### src/rtl/ecc_apb_sequencer.sv
// ecc_apb_sequencer: turns one ECC job request into the APB write sequence
// (DATA_IN, CODEWORD_WIDTH, NOISE, CTRL), waits for completion and returns the result.
module ecc_apb_sequencer #(
    parameter int unsigned                  AMBA_ADDR_WIDTH = 32,
    parameter int unsigned                  AMBA_WORD       = 32,
    parameter int unsigned                  DATA_WIDTH      = 32,
    parameter int unsigned                  TIMEOUT_CYCLES  = 1024,
    parameter logic [AMBA_ADDR_WIDTH-1:0]   BASE_ADDR       = '0
) (
    input  logic                       clk,
    input  logic                       rst,
    input  logic                       req_valid,
    output logic                       req_ready,
    input  logic [1:0]                 req_op,
    input  logic [DATA_WIDTH-1:0]      req_data,
    input  logic [1:0]                 req_width,
    input  logic [DATA_WIDTH-1:0]      req_noise,
    output logic [AMBA_ADDR_WIDTH-1:0] paddr,
    output logic [AMBA_WORD-1:0]       pwdata,
    output logic                       psel,
    output logic                       penable,
    output logic                       pwrite,
    input  logic                       operation_done,
    input  logic [DATA_WIDTH-1:0]      data_out,
    input  logic [1:0]                 num_of_errors,
    output logic                       rsp_valid,
    input  logic                       rsp_ready,
    output logic [DATA_WIDTH-1:0]      rsp_data,
    output logic [1:0]                 rsp_num_errors,
    output logic                       rsp_timeout
);

    localparam int unsigned CNT_W    = (TIMEOUT_CYCLES > 1) ? $clog2(TIMEOUT_CYCLES) : 1;
    localparam logic [1:0]  IDX_CTRL = 2'd3;

    typedef enum logic [2:0] {S_IDLE, S_SETUP, S_ACCESS, S_WAIT, S_RESP} state_t;

    state_t                     r_state, w_state_nxt;
    logic [1:0]                 r_idx, w_idx_nxt;
    logic [CNT_W-1:0]           r_cnt, w_cnt_nxt;
    logic [1:0]                 r_op, w_op_nxt;
    logic [DATA_WIDTH-1:0]      r_data, w_data_nxt;
    logic [1:0]                 r_width, w_width_nxt;
    logic [DATA_WIDTH-1:0]      r_noise, w_noise_nxt;
    logic [AMBA_ADDR_WIDTH-1:0] r_paddr, w_paddr_nxt;
    logic [AMBA_WORD-1:0]       r_pwdata, w_pwdata_nxt;
    logic                       r_psel, w_psel_nxt;
    logic                       r_penable, w_penable_nxt;
    logic                       r_pwrite, w_pwrite_nxt;
    logic                       r_rsp_valid, w_rsp_valid_nxt;
    logic [DATA_WIDTH-1:0]      r_rsp_data, w_rsp_data_nxt;
    logic [1:0]                 r_rsp_nerr, w_rsp_nerr_nxt;
    logic                       r_rsp_timeout, w_rsp_timeout_nxt;
    logic                       w_load;

    // State register and all registered outputs
    always_ff @(posedge clk or posedge rst) begin
        if (rst) begin
            r_state       <= S_IDLE;
            r_idx         <= '0;
            r_cnt         <= '0;
            r_op          <= '0;
            r_data        <= '0;
            r_width       <= '0;
            r_noise       <= '0;
            r_paddr       <= '0;
            r_pwdata      <= '0;
            r_psel        <= 1'b0;
            r_penable     <= 1'b0;
            r_pwrite      <= 1'b0;
            r_rsp_valid   <= 1'b0;
            r_rsp_data    <= '0;
            r_rsp_nerr    <= '0;
            r_rsp_timeout <= 1'b0;
        end else begin
            r_state       <= w_state_nxt;
            r_idx         <= w_idx_nxt;
            r_cnt         <= w_cnt_nxt;
            r_op          <= w_op_nxt;
            r_data        <= w_data_nxt;
            r_width       <= w_width_nxt;
            r_noise       <= w_noise_nxt;
            r_paddr       <= w_paddr_nxt;
            r_pwdata      <= w_pwdata_nxt;
            r_psel        <= w_psel_nxt;
            r_penable     <= w_penable_nxt;
            r_pwrite      <= w_pwrite_nxt;
            r_rsp_valid   <= w_rsp_valid_nxt;
            r_rsp_data    <= w_rsp_data_nxt;
            r_rsp_nerr    <= w_rsp_nerr_nxt;
            r_rsp_timeout <= w_rsp_timeout_nxt;
        end
    end

    // Next state, request latch, APB and response outputs
    always_comb begin
        w_state_nxt       = r_state;
        w_idx_nxt         = r_idx;
        w_cnt_nxt         = r_cnt;
        w_op_nxt          = r_op;
        w_data_nxt        = r_data;
        w_width_nxt       = r_width;
        w_noise_nxt       = r_noise;
        w_paddr_nxt       = r_paddr;
        w_pwdata_nxt      = r_pwdata;
        w_psel_nxt        = r_psel;
        w_penable_nxt     = r_penable;
        w_pwrite_nxt      = r_pwrite;
        w_rsp_valid_nxt   = r_rsp_valid;
        w_rsp_data_nxt    = r_rsp_data;
        w_rsp_nerr_nxt    = r_rsp_nerr;
        w_rsp_timeout_nxt = r_rsp_timeout;
        w_load            = 1'b0;

        unique case (r_state)
            S_IDLE: begin
                if (req_valid) begin
                    w_op_nxt    = req_op;
                    w_data_nxt  = req_data;
                    w_width_nxt = req_width;
                    w_noise_nxt = req_noise;
                    if (req_op != 2'd0) begin
                        w_state_nxt = S_SETUP;
                        w_idx_nxt   = 2'd0;
                        w_load      = 1'b1;
                    end else begin
                        w_state_nxt       = S_RESP;
                        w_rsp_valid_nxt   = 1'b1;
                        w_rsp_data_nxt    = '0;
                        w_rsp_nerr_nxt    = '0;
                        w_rsp_timeout_nxt = 1'b0;
                    end
                end
            end
            S_SETUP: begin
                w_state_nxt   = S_ACCESS;
                w_penable_nxt = 1'b1;
            end
            S_ACCESS: begin
                if (r_idx == IDX_CTRL) begin
                    w_state_nxt   = S_WAIT;
                    w_psel_nxt    = 1'b0;
                    w_penable_nxt = 1'b0;
                    w_pwrite_nxt  = 1'b0;
                    w_cnt_nxt     = '0;
                end else begin
                    w_state_nxt = S_SETUP;
                    w_idx_nxt   = r_idx + 2'd1;
                    w_load      = 1'b1;
                end
            end
            S_WAIT: begin
                // Completion takes priority over a coincident timeout
                if (operation_done) begin
                    w_state_nxt       = S_RESP;
                    w_rsp_valid_nxt   = 1'b1;
                    w_rsp_data_nxt    = data_out;
                    w_rsp_nerr_nxt    = num_of_errors;
                    w_rsp_timeout_nxt = 1'b0;
                end else if (r_cnt == CNT_W'(TIMEOUT_CYCLES - 1)) begin
                    w_state_nxt       = S_RESP;
                    w_rsp_valid_nxt   = 1'b1;
                    w_rsp_data_nxt    = '0;
                    w_rsp_nerr_nxt    = '0;
                    w_rsp_timeout_nxt = 1'b1;
                end else begin
                    w_cnt_nxt = r_cnt + CNT_W'(1);
                end
            end
            S_RESP: begin
                if (rsp_ready) begin
                    w_state_nxt     = S_IDLE;
                    w_rsp_valid_nxt = 1'b0;
                end
            end
            default: w_state_nxt = S_IDLE;
        endcase

        // SETUP phase payload; index 0 comes straight from the request being accepted
        if (w_load) begin
            w_psel_nxt    = 1'b1;
            w_penable_nxt = 1'b0;
            w_pwrite_nxt  = 1'b1;
            unique case (w_idx_nxt)
                2'd0: begin
                    w_paddr_nxt  = BASE_ADDR + AMBA_ADDR_WIDTH'(4);
                    w_pwdata_nxt = AMBA_WORD'(w_data_nxt);
                end
                2'd1: begin
                    w_paddr_nxt  = BASE_ADDR + AMBA_ADDR_WIDTH'(8);
                    w_pwdata_nxt = AMBA_WORD'(w_width_nxt);
                end
                2'd2: begin
                    w_paddr_nxt  = BASE_ADDR + AMBA_ADDR_WIDTH'(12);
                    w_pwdata_nxt = AMBA_WORD'(w_noise_nxt);
                end
                default: begin
                    w_paddr_nxt  = BASE_ADDR;
                    w_pwdata_nxt = AMBA_WORD'(w_op_nxt - 2'd1);
                end
            endcase
        end
    end

    assign req_ready      = (r_state == S_IDLE);
    assign paddr          = r_paddr;
    assign pwdata         = r_pwdata;
    assign psel           = r_psel;
    assign penable        = r_penable;
    assign pwrite         = r_pwrite;
    assign rsp_valid      = r_rsp_valid;
    assign rsp_data       = r_rsp_data;
    assign rsp_num_errors = r_rsp_nerr;
    assign rsp_timeout    = r_rsp_timeout;

endmodule

### config.mk
export PLATFORM = sky130hd
export DESIGN_NAME = ecc_apb_sequencer
export DESIGN_NICKNAME = d
export VERILOG_FILES = /design/src/rtl/ecc_apb_sequencer.sv
export SDC_FILE = /design/constraint.sdc
export NUM_CORES = 1
export LEC_CHECK = 0
export BUFFER_PORTS_ARGS = -buffer_cell sky130_fd_sc_hd__buf_2
export CAP_MARGIN = 20
export CORE_MARGIN = 2
export CORE_UTILIZATION = 46
export DETAILED_ROUTE_END_ITERATION = 12
export PLACE_DENSITY = 0.84
export SLEW_MARGIN = 20
export SYNTH_ARGS = -nofsm -noshare
export SYNTH_HDL_FRONTEND = slang
export SYNTH_SLANG_ARGS = --single-unit
### constraint.sdc
create_clock -name clk -period 4.1 [get_ports clk]
set_input_delay 0 -clock clk [delete_from_list [all_inputs] [get_ports clk]]
set_output_delay 0 -clock clk [all_outputs]
set_load 0.02 [all_outputs]
[Word level (Yosys, flattened, before mapping)]
Index checks and enable logic that the tools add are counted.
Operators by class
  $add $sub $neg: 3
  equality and inequality tests: 16
  multiplexer cells: 54
  reduce and logical (&&, ||, !) cells: 15
Operator list (number)
  2-to-1 mux 32 bit: 8
  case mux 32 bit (3 select lines): 1
  case mux 32 bit (2 select lines): 1
  2-to-1 mux 10 bit: 3
  2-to-1 mux 2 bit: 12
  case mux 10 bit (2 select lines): 1
  2-to-1 mux 1 bit: 15
  2-to-1 mux 3 bit: 5
  case mux 3 bit (5 select lines): 1
  inequality test 2 bit, second input constant: 6
  case mux 4 bit (3 select lines): 1
  adder 10 x 1 -> 10 bit, second input constant: 1
  == test 10 bit, second input constant: 1
  nonzero test 2 bit: 5
  case mux 2 bit (2 select lines): 2
  AND reduction 4 bit: 2
  == test 3 x 2 -> 1 bit, second input constant: 2
  inequality test 3 bit, second input constant: 2
  case mux 1 bit (2 select lines): 3
  nonzero test 3 bit: 2
  AND reduction 5 bit: 1
  == test 2 bit, second input constant: 2
  AND reduction 2 bit: 2
  == test 3 x 1 -> 1 bit, second input constant: 1
  8 further kinds: 8
Storage, ports and cells
  bits in registers: 185
  output and inout port bits: 104

[Longest topological paths before layout]
Gate-level depths: netlist of the first run.
  depth after elaboration: 6
  depth in mapped cells: 11

[Least setup slack after synthesis of the first run]
OpenSTA, ideal clock, no wires.
  kind: register to register
  start point: register r_state[2]
  end point: register r_pwdata[1] (netlist: pwdata[1])
  library setup time: 0.143 ns
  arrival: 2.152 ns
  data required time: 3.957 ns
  path slack: 1.806 ns
  cell stages (with the launch flop): 12
  path buffers: 2
  cells stage by stage: dfrtp_1 > clkbuf_1 > or2_2 > o21ai_0 > a22o_1 > inv_1 > ha_1 > buf_1 > nand2_1 > mux2i_1 > a2111oi_0 > o22ai_1
On the way
  word-level cells in the longest chain between the ends: 4
RTL lines
  start, declared: line 38  | state_t r_state, w_state_nxt;
  start signal, assigned: line 76  | r_state <= w_state_nxt;
  == test 3 x 2 -> 1 bit / zero test 3 bit (equally long branches): line 115  | unique case (r_state)
  case mux 2 bit (2 select lines) *: line 115
  named net w_idx_nxt[0]: line 39  | logic [1:0] r_idx, w_idx_nxt;
  == test 2 bit, or another cell as far along: line 184  | unique case (w_idx_nxt)
  case mux 32 bit (3 select lines) *: line 184
  end signal, assigned: line 84  | r_pwdata <= w_pwdata_nxt;
  end, declared: line 46  | logic [AMBA_WORD-1:0] r_pwdata, w_pwdata_nxt;
The timed path passes the listed nets; every way through them passes the cells marked *.
A chain may end at the register's enable or synchronous reset.

[Worst setup path in the final report of the first run]
  start point: register r_state[0]
  end point: register r_pwdata[24] (netlist: pwdata[24])
The elaborated chain is that of the path after synthesis.

==> results of run 1 <==
power by group through the flow:
stage / Clock (mW) / Combinational, mW / Sequential, mW
final: 1.68 / 3.17 / 2.66
after global routing: 1.79 / 3.43 / 2.74
after CTS: 1.71 / 3.12 / 2.65
after detailed placement: 0 / 3.03 / 2.67
after floorplan: 0 / 1.95 / 2.92
after global placement: 0 / 2.94 / 2.63
area by class of cell:
type	count	area [um^2]
clock buffer	20	447
clock inverter	12	186
fill	1061	5170
inverter	13	52.6
multi-input combinational	340	2600
sequential	155	3880
tap	184	230
timing repair buffer	291	2020
cell usage after synthesis (4+ instances only):
cell	instances
buf_4	38
nand2_1	21
a31oi_1	30
nand3_1	6
mux2i_1	8
o31ai_1	7
mux2_2	68
ha_1	6
nor3_1	4
buf_6	7
clkbuf_1	13
a22o_1	36
a21oi_1	11
or4_1	6
a32oi_1	30
o21ai_0	8
nor2_1	34
inv_1	13
buf_2	12
dfrtp_1	155
layer usage:
layer  global-route usage [%]  up-vias  wire length [um]
met5                        0        -                 0
met4                     8.21        0               454
met3                     6.24       37              1280
met2                     39.1      266              9060
met1                     29.4     2698              7480
li1                         -     2517                 -
through the flow:
stage | cell area [um^2] | total power [mW]
finish | 9410 | 7.51
CTS | 9410 | 7.49
detailed placement | 7740 | 5.70
floorplan | 6980 | 4.86
global placement | 7720 | 5.57
global route | 9410 | 7.96
flip-flops by register name, summed over array words and instances, names as in the netlist, 2 cells and up:
signal and count:
pwdata 32, r_data 32, r_noise 32, rsp_data 32
r_cnt 10, r_state 3, paddr 2, r_idx 2
r_op 2, r_width 2, rsp_num_errors 2
how the worst max path moves through the flow:
| stage | slack, ps | cells past startpoint | endpoint | start |
|---|---|---|---|---|
| after floorplan | 1810 | 11 | pwdata[1] | r_state[2] |
| after global placement | 1220 | 10 | pwdata[0] | r_state[0] |
| after detailed placement | 1170 | 10 | pwdata[0] | r_state[0] |
| after CTS | 1130 | 6 | pwdata[28] | r_state[0] |
| after global routing | 940 | 7 | pwdata[24] | r_state[0] |
| final | 1020 | 7 | pwdata[24] | r_state[0] |
cell families (layout without fill, tap and decap cells):
family / Yosys count / after routing / synth area share (%)
AND/OR/NAND/NOR: 90 / 90 / 7.14
AO/OA/AOI/OAI: 138 / 138 / 15.3
adder cells (fa/ha/maj): 6 / 6 / 1.09
multiplexers: 76 / 76 / 12.3
flip-flops: 155 / 155 / 56.5
buffers and inverters: 84 / 336 / 7.65
other: 1 / 30 / 0.0546
repair_timing:
action / 4_1_cts / 5_1_grt
hold buffers: 104 / 0
hold endpoints to repair: 142 / 0
endpoints found under the setup margin: 0 / 0
worst register-to-register path, delay by kind of cell, from the launching register on:
kind,cells,cell delay (ps)
adders and majority gates,1,290
AOI/OAI and AO/OA,4,1080
DFF,1,530
buffers and inverters,1,800
and+or+nand+nor,1,280
cell usage in the layout, fill, tap and decap left out, drive strengths merged, types with 2 or more instances in the layout:
cell type,synthesis,final
a32oi,30,30
nand2b,2,2
clkbuf,13,20
nand2,21,21
mux2,68,68
o21ai,9,9
inv,13,16
buf,58,187
nor3,4,4
conb,1,30
nand3,7,7
o31ai,8,8
a21oi,11,11
a31oi,30,30
bufinv,0,4
clkinv,0,2
nand4,2,2
nor4,2,2
dfrtp,155,155
a2111oi,2,2
or4,6,6
ha,6,6
a21o,3,3
mux2i,8,8
a22o,36,36
clkinvlp,0,3
dlygate4sd3,0,104
o22ai,2,2
nor2,34,34
==> flow_summary_export.csv, run 1 <==
group,metric,value,unit
grt,grt_antenna_before_repair,0,
cells_and_area,area_delta_synth_final,37.0,%
hold_path,min_path_type,"in -> reg",
grt,gr-total-overflow,0,
sta,setup_viol_count_final,0,
place,port-buffer-count,180,
cells_and_area,num_antenna_cells,0,
sta,final.hold.worst_slack,43.6,ps
logic_synthesis,yosys_top_cell_by_area,"dfrtp_1",
clocking,clk_root_buffer_cell,"clkbuf_16",
hold_path,hp-start,"req_valid",
sta,fin_crit_share,75.0,%
critical_path,cpMaxStageDelayCell,"inv_1",
logic_synthesis,syn_area_per_cell,12.5,um^2
floorplanning,rows,44,
critical_path,worst_ep_arrival_time,3400,ps
place,place_ws,1170,ps
cells_and_area,num-nets-final,931,
critical_path,reg2regPathDepth,7,
clocking,clkLatencyLatePin,430,ps
place,gp_congestion,0.787,
sta,timing.max_slew.rel_slack,29.7,%
floorplanning,initial_utilization,47.1,%
floorplanning,chipWidth,126,um
critical_path,crit_chain,"nor2_1 -> o21ai_0 -> a22o_1 -> ha_1 -> inv_1 -> a32oi_1 -> a31oi_1",
logic_synthesis,total_number_of_yosys_warnings,0,
logic_synthesis,total_of_flip_flops_plus_latches_after_synthesis,155,
power_and_ir_drop,ir_worst_vdd,0.456,mV
floorplanning,die-area,15900,um^2
logic_synthesis,syn_area,6870,um^2
sta,setup_ws,1020,ps
cells_and_area,finished_core_util,64.5,%
floorplanning,number_of_i_o_pins,211,
logic_synthesis,synth_largest_type_area_fraction,56.5,%
clocking,cts_made_buffers,17,
place,post-dp-hpwl,11.1,mm
critical_path,worst_setup_path_end_kind,"register",
route,drc,0,
sta,final-hold-violation-count,0,
place,post-place-cells,879,
critical_path,timing.critical_path.slowest_cell_delay,800,ps
power_and_ir_drop,power.sequential.fraction,35.5,%
critical_path,critPathKind,"reg -> reg",
sta,fin_max_slew_vios,0,
sta,final_period_minus_worst_setup_slack,3080,ps
hold_path,hold_path_end,"r_state[0]",
cells_and_area,post_layout_nonfiller_instances,1015,
logic_synthesis,synth-edff-count,0,
floorplanning,core_area,14600,um^2
route,routedWlPerCell,18.0,um
logic_synthesis,synthesis.instances,550,
sta,worstMarginPinSlew,1050,ps
grt,grt_first_pass_wirelength,29.3,mm
grt,grt_start_max_net_pins,118,
power_and_ir_drop,p_int,4.62,mW
clocking,ctsResizeCount,0,
power_and_ir_drop,switching_power,2.89,mW
route,route.vias.total,5518,
route,antenna_violating_nets_post_route,0,
route,detailedRoute.firstPassIterationCount,5,
power_and_ir_drop,power.leakage,4.36,nW
power_and_ir_drop,power_density,798,nW/um^2
power_and_ir_drop,combinational_share_of_power,42.2,%
job,drv.max_cap_violation_count,0,
critical_path,crit_required,4420,ps
hold_path,worstHoldPathCells,4,
clocking,clkSinkCount,155,
logic_synthesis,synthArstFlopShare,100,%
cells_and_area,drive_above_1_share,36.1,%
critical_path,reg2reg_to,"pwdata[24]",
status,result_of_the_run,"completed",
route,routed_wirelength,18.3,mm
grt,grt_util_all_layers,23.3,%
critical_path,cp.buffers_inverters,1,
logic_synthesis,ys_dominant_reg_cell,"dfrtp_1",
grt,first_global_vias,5686,
power_and_ir_drop,power_switching_share,38.5,%
critical_path,timing.critical_path.max_delay_family,"compound AO/OA/AOI/OAI gates",
logic_synthesis,synthDistinctLibCells,52,
critical_path,critical_path_fanout_max,31,
clocking,clock_tree.htree_level_count,4,
sta,unrepaired_setup_endpoints_after_global_routing,"false",
sta,skew,16.9,ps
clocking,clock_path_buffers,2,
critical_path,ff2ff_setup_slack,1020,ps
route,vias_per_cell,5.44,
clocking,cts.clk_slew.worst_paths,60,ps
clocking,cts_post_setup_buffers_inserted,0,
clocking,cts_tree,"yes",
critical_path,cp-start-kind,"register",
logic_synthesis,yosysSeqAreaShare,56.5,%
critical_path,critical_path.reg2reg.startpoint,"r_state[0]",
route,drt_first_iter_violations,388,
power_and_ir_drop,pwr-share-clk,22.4,%
sta,tns,0,ps
floorplanning,chipHeight,126,um
sta,achievable-frequency,0.325,GHz
logic_synthesis,yosys-top-cells-area,"dfrtp_1, mux2_2, a22o_1",
(Power assumes the default switching activity.)
==> run 2, diff against run 1 <==
--- a/config.mk
+++ b/config.mk
@@ -5,10 +5,11 @@
 export SDC_FILE = /design/constraint.sdc
 export NUM_CORES = 1
 export LEC_CHECK = 0
+export ABC_AREA = 1
 export BUFFER_PORTS_ARGS = -buffer_cell sky130_fd_sc_hd__buf_2
 export CAP_MARGIN = 20
 export CORE_MARGIN = 2
-export CORE_UTILIZATION = 46
+export CORE_UTILIZATION = 48
 export DETAILED_ROUTE_END_ITERATION = 12
 export PLACE_DENSITY = 0.84
 export SLEW_MARGIN = 20
==> constraint.sdc (replaced) <==
create_clock -name clk -period 2.6 [get_ports clk]
set_input_delay 0 -clock clk [delete_from_list [all_inputs] [get_ports clk]]
set_output_delay 0 -clock clk [all_outputs]
set_load 0.02 [all_outputs]
==> flow_summary_export.csv, run 2 <==
group,metric,value,unit
status,result_of_the_run,"completed",
critical_path,reg2reg_to,"pwdata[6]",
place,gp_congestion,0.850,
critical_path,cp.buffers_inverters,1,
clocking,clkSinkCount,155,
floorplanning,chipWidth,134,um
logic_synthesis,synth_common_cells,"nand2_1, dfrtp_1, inv_1, nand3_1, nand4_1",
logic_synthesis,synthDistinctLibCells,32,
floorplanning,die-area,18000,um^2
critical_path,ff2ff_setup_slack,210,ps
clocking,cts.clk_slew.worst_paths,60,ps
critical_path,cp-start-kind,"register",
sta,fin_crit_share,91.9,%
critical_path,critical_path_fanout_max,25,
logic_synthesis,syn_area,8150,um^2
logic_synthesis,ys_dominant_reg_cell,"dfrtp_1",
grt,gr-total-overflow,0,
logic_synthesis,synthArstFlopShare,100,%
logic_synthesis,synth-edff-count,0,
sta,tns,0,ps
cells_and_area,commonest_non_fill_non_tap_cells_in_the_layout,"nand2_1, buf_2, dfrtp_1",
floorplanning,rows,47,
logic_synthesis,total_of_flip_flops_plus_latches_after_synthesis,155,
critical_path,reg2regPathDepth,11,
clocking,clkLatencyLatePin,430,ps
power_and_ir_drop,ir_worst_vdd,0.666,mV
logic_synthesis,synthesis.instances,1029,
sta,skew,8.54,ps
logic_synthesis,yosys-top-cells-area,"dfrtp_1, nand2_1, inv_1",
grt,grt_antenna_before_repair,1,
clocking,cts_tree,"yes",
grt,grt_util_all_layers,25.9,%
floorplanning,core_area,16600,um^2
critical_path,critPathKind,"reg -> reg",
critical_path,worst_setup_path_end_kind,"register",
cells_and_area,drive_above_1_share,22.4,%
route,detailedRoute.firstPassIterationCount,6,
clocking,cts_post_setup_buffers_inserted,0,
critical_path,worst_ep_arrival_time,2730,ps
route,routed_wirelength,22.8,mm
route,routedWlPerCell,14.9,um
clocking,clock_path_buffers,2,
critical_path,timing.critical_path.mode_cell,"nand2_1",
floorplanning,initial_utilization,49.2,%
logic_synthesis,yosys_top_cell_by_area,"dfrtp_1",
hold_path,min_path_type,"in -> reg",
critical_path,crit_chain,"nor2_4 -> nand2_1 -> nor2_2 -> nor2_1 -> o21bai_2 -> ha_2 -> buf_12 -> nand3_1 -> nand2_1 -> nand2_1 -> a21oi_2",
route,drc,0,
critical_path,timing.critical_path.slowest_cell_delay,450,ps
sta,final_period_minus_worst_setup_slack,2390,ps
route,drt_first_iter_violations,595,
logic_synthesis,total_number_of_yosys_warnings,0,
logic_synthesis,yosysSeqAreaShare,47.6,%
route,antenna_violating_nets_post_route,0,
sta,achievable-frequency,0.419,GHz
power_and_ir_drop,power.leakage,5.84,nW
critical_path,cpMaxStageDelayCell,"dfrtp_1",
hold_path,worstHoldPathCells,3,
clocking,cts_made_buffers,17,
cells_and_area,area_delta_synth_final,32.4,%
sta,timing.max_slew.rel_slack,50.8,%
floorplanning,number_of_i_o_pins,211,
sta,unrepaired_setup_endpoints_after_global_routing,"false",
grt,grt_first_pass_wirelength,37.2,mm
logic_synthesis,syn_area_per_cell,7.92,um^2
critical_path,crit_required,2940,ps
hold_path,hp-start,"req_valid",
cells_and_area,layout_commonest_cell,"nand2_1",
clocking,clock_tree.htree_level_count,4,
sta,fin_max_slew_vios,0,
hold_path,hold_path_end,"r_state[0]",
route,vias_per_cell,5.03,
place,post-dp-hpwl,13.6,mm
sta,worstMarginPinSlew,739,ps
logic_synthesis,synth_most_common_cell,"nand2_1",
sta,final-hold-violation-count,0,
place,port-buffer-count,180,
sta,setup_viol_count_final,0,
logic_synthesis,synth_largest_type_area_fraction,47.6,%
job,drv.max_cap_violation_count,0,
cells_and_area,num-nets-final,1408,
clocking,clk_root_buffer_cell,"clkbuf_16",
route,route.vias.total,7690,
critical_path,critical_path.reg2reg.startpoint,"r_state[0]",
power_and_ir_drop,power_density,1200,nW/um^2
floorplanning,chipHeight,134,um
grt,grt_start_max_net_pins,68,
critical_path,timing.critical_path.max_delay_family,"simple AND/OR/NAND/NOR gates",
power_and_ir_drop,p_total,12.9,mW
grt,first_global_vias,7688,
run 2: changes by cell type after synthesis, moves of 31 or more:
cell     before  now
nand4_1       1   66
inv_1        13  152
mux2_2       68    0
and2_1        1   64
nand2_1      21  299
a21oi_2       0   31
a22o_1       36    0
nand3_1       6   71
run 2: worst min-delay path: stages:
cell and delay [ps]:
buf_2 140, nor2_2 70, o21ai_0 200
run 2: routing by layer:
layer	GRT usage (%)	share of wire, %	vias up	routed length, um
met5	0	0	-	0
met4	11.2	3.9	0	887
met3	5.74	5.9	83	1340
met2	43.6	49	319	11200
met1	32.2	41	3636	9410
li1	-	-	3652	-
run 2: cell type report:
cell class / count / area (um^2)
inverters: 157 / 596
clock buffers: 19 / 443
diodes: 1 / 2.50
flip-flops and latches: 155 / 3880
fillers: 1299 / 5790
clock inverters: 12 / 196
repair buffers: 301 / 2120
multi-input cells: 663 / 3280
well taps: 220 / 275
run 2: where the power goes:
part / switching, mW / total, mW / internal, mW
registers: 0.544 / 4.02 / 3.48
clock network: 1.00 / 2.72 / 1.72
logic: 4.01 / 6.17 / 2.16
run 2: how the worst max path moves through the flow:
stage          startpoint          to  slack (ps)  depth (start not counted)
4_1_cts        r_state[0]  pwdata[10]          80                         11
5_1_grt        r_state[0]  pwdata[10]          50                         12
6_report       r_state[0]   pwdata[6]         210                         11
2_1_floorplan  r_state[0]  pwdata[10]         520                         11
3_3_place_gp   r_state[0]  pwdata[30]         310                         11
3_5_place_dp   r_state[0]   pwdata[0]         130                         14
run 2: cells by family after synthesis:
logic type | share of synthesized area, %
compound gates | 5.08
xor+xnor | 0.537
fa+ha+maj | 0.921
buf+inv | 13.7
flops | 47.6
other cells | 0.0460
simple gates | 32.2
run 2: stage by stage:
stage / utilization, % / setup WS [ps] / hold WS [ps] / instances / area [um^2]
after floorplan: - / 515 / 117 / 1058 / 8270
after global placement: 54.8 / 309 / -6.15 / 1391 / 9090
after detailed placement: 54.8 / 130 / -0.548 / 1391 / 9090
after CTS: 65.0 / 83.6 / 13.2 / 1527 / 10800
after global routing: 65.1 / 45.6 / 35.9 / 1528 / 10800
final: 65.1 / 211 / 28.3 / 1528 / 10800
run 2: repair_timing:
| action | 4_1_cts | 5_1_grt |
|---|---|---|
| endpoints found under the setup margin | 0 | 32 |
| hold endpoints to repair | 261 | 0 |
| hold buffers | 105 | 0 |
| resized for setup | 0 | 5 |
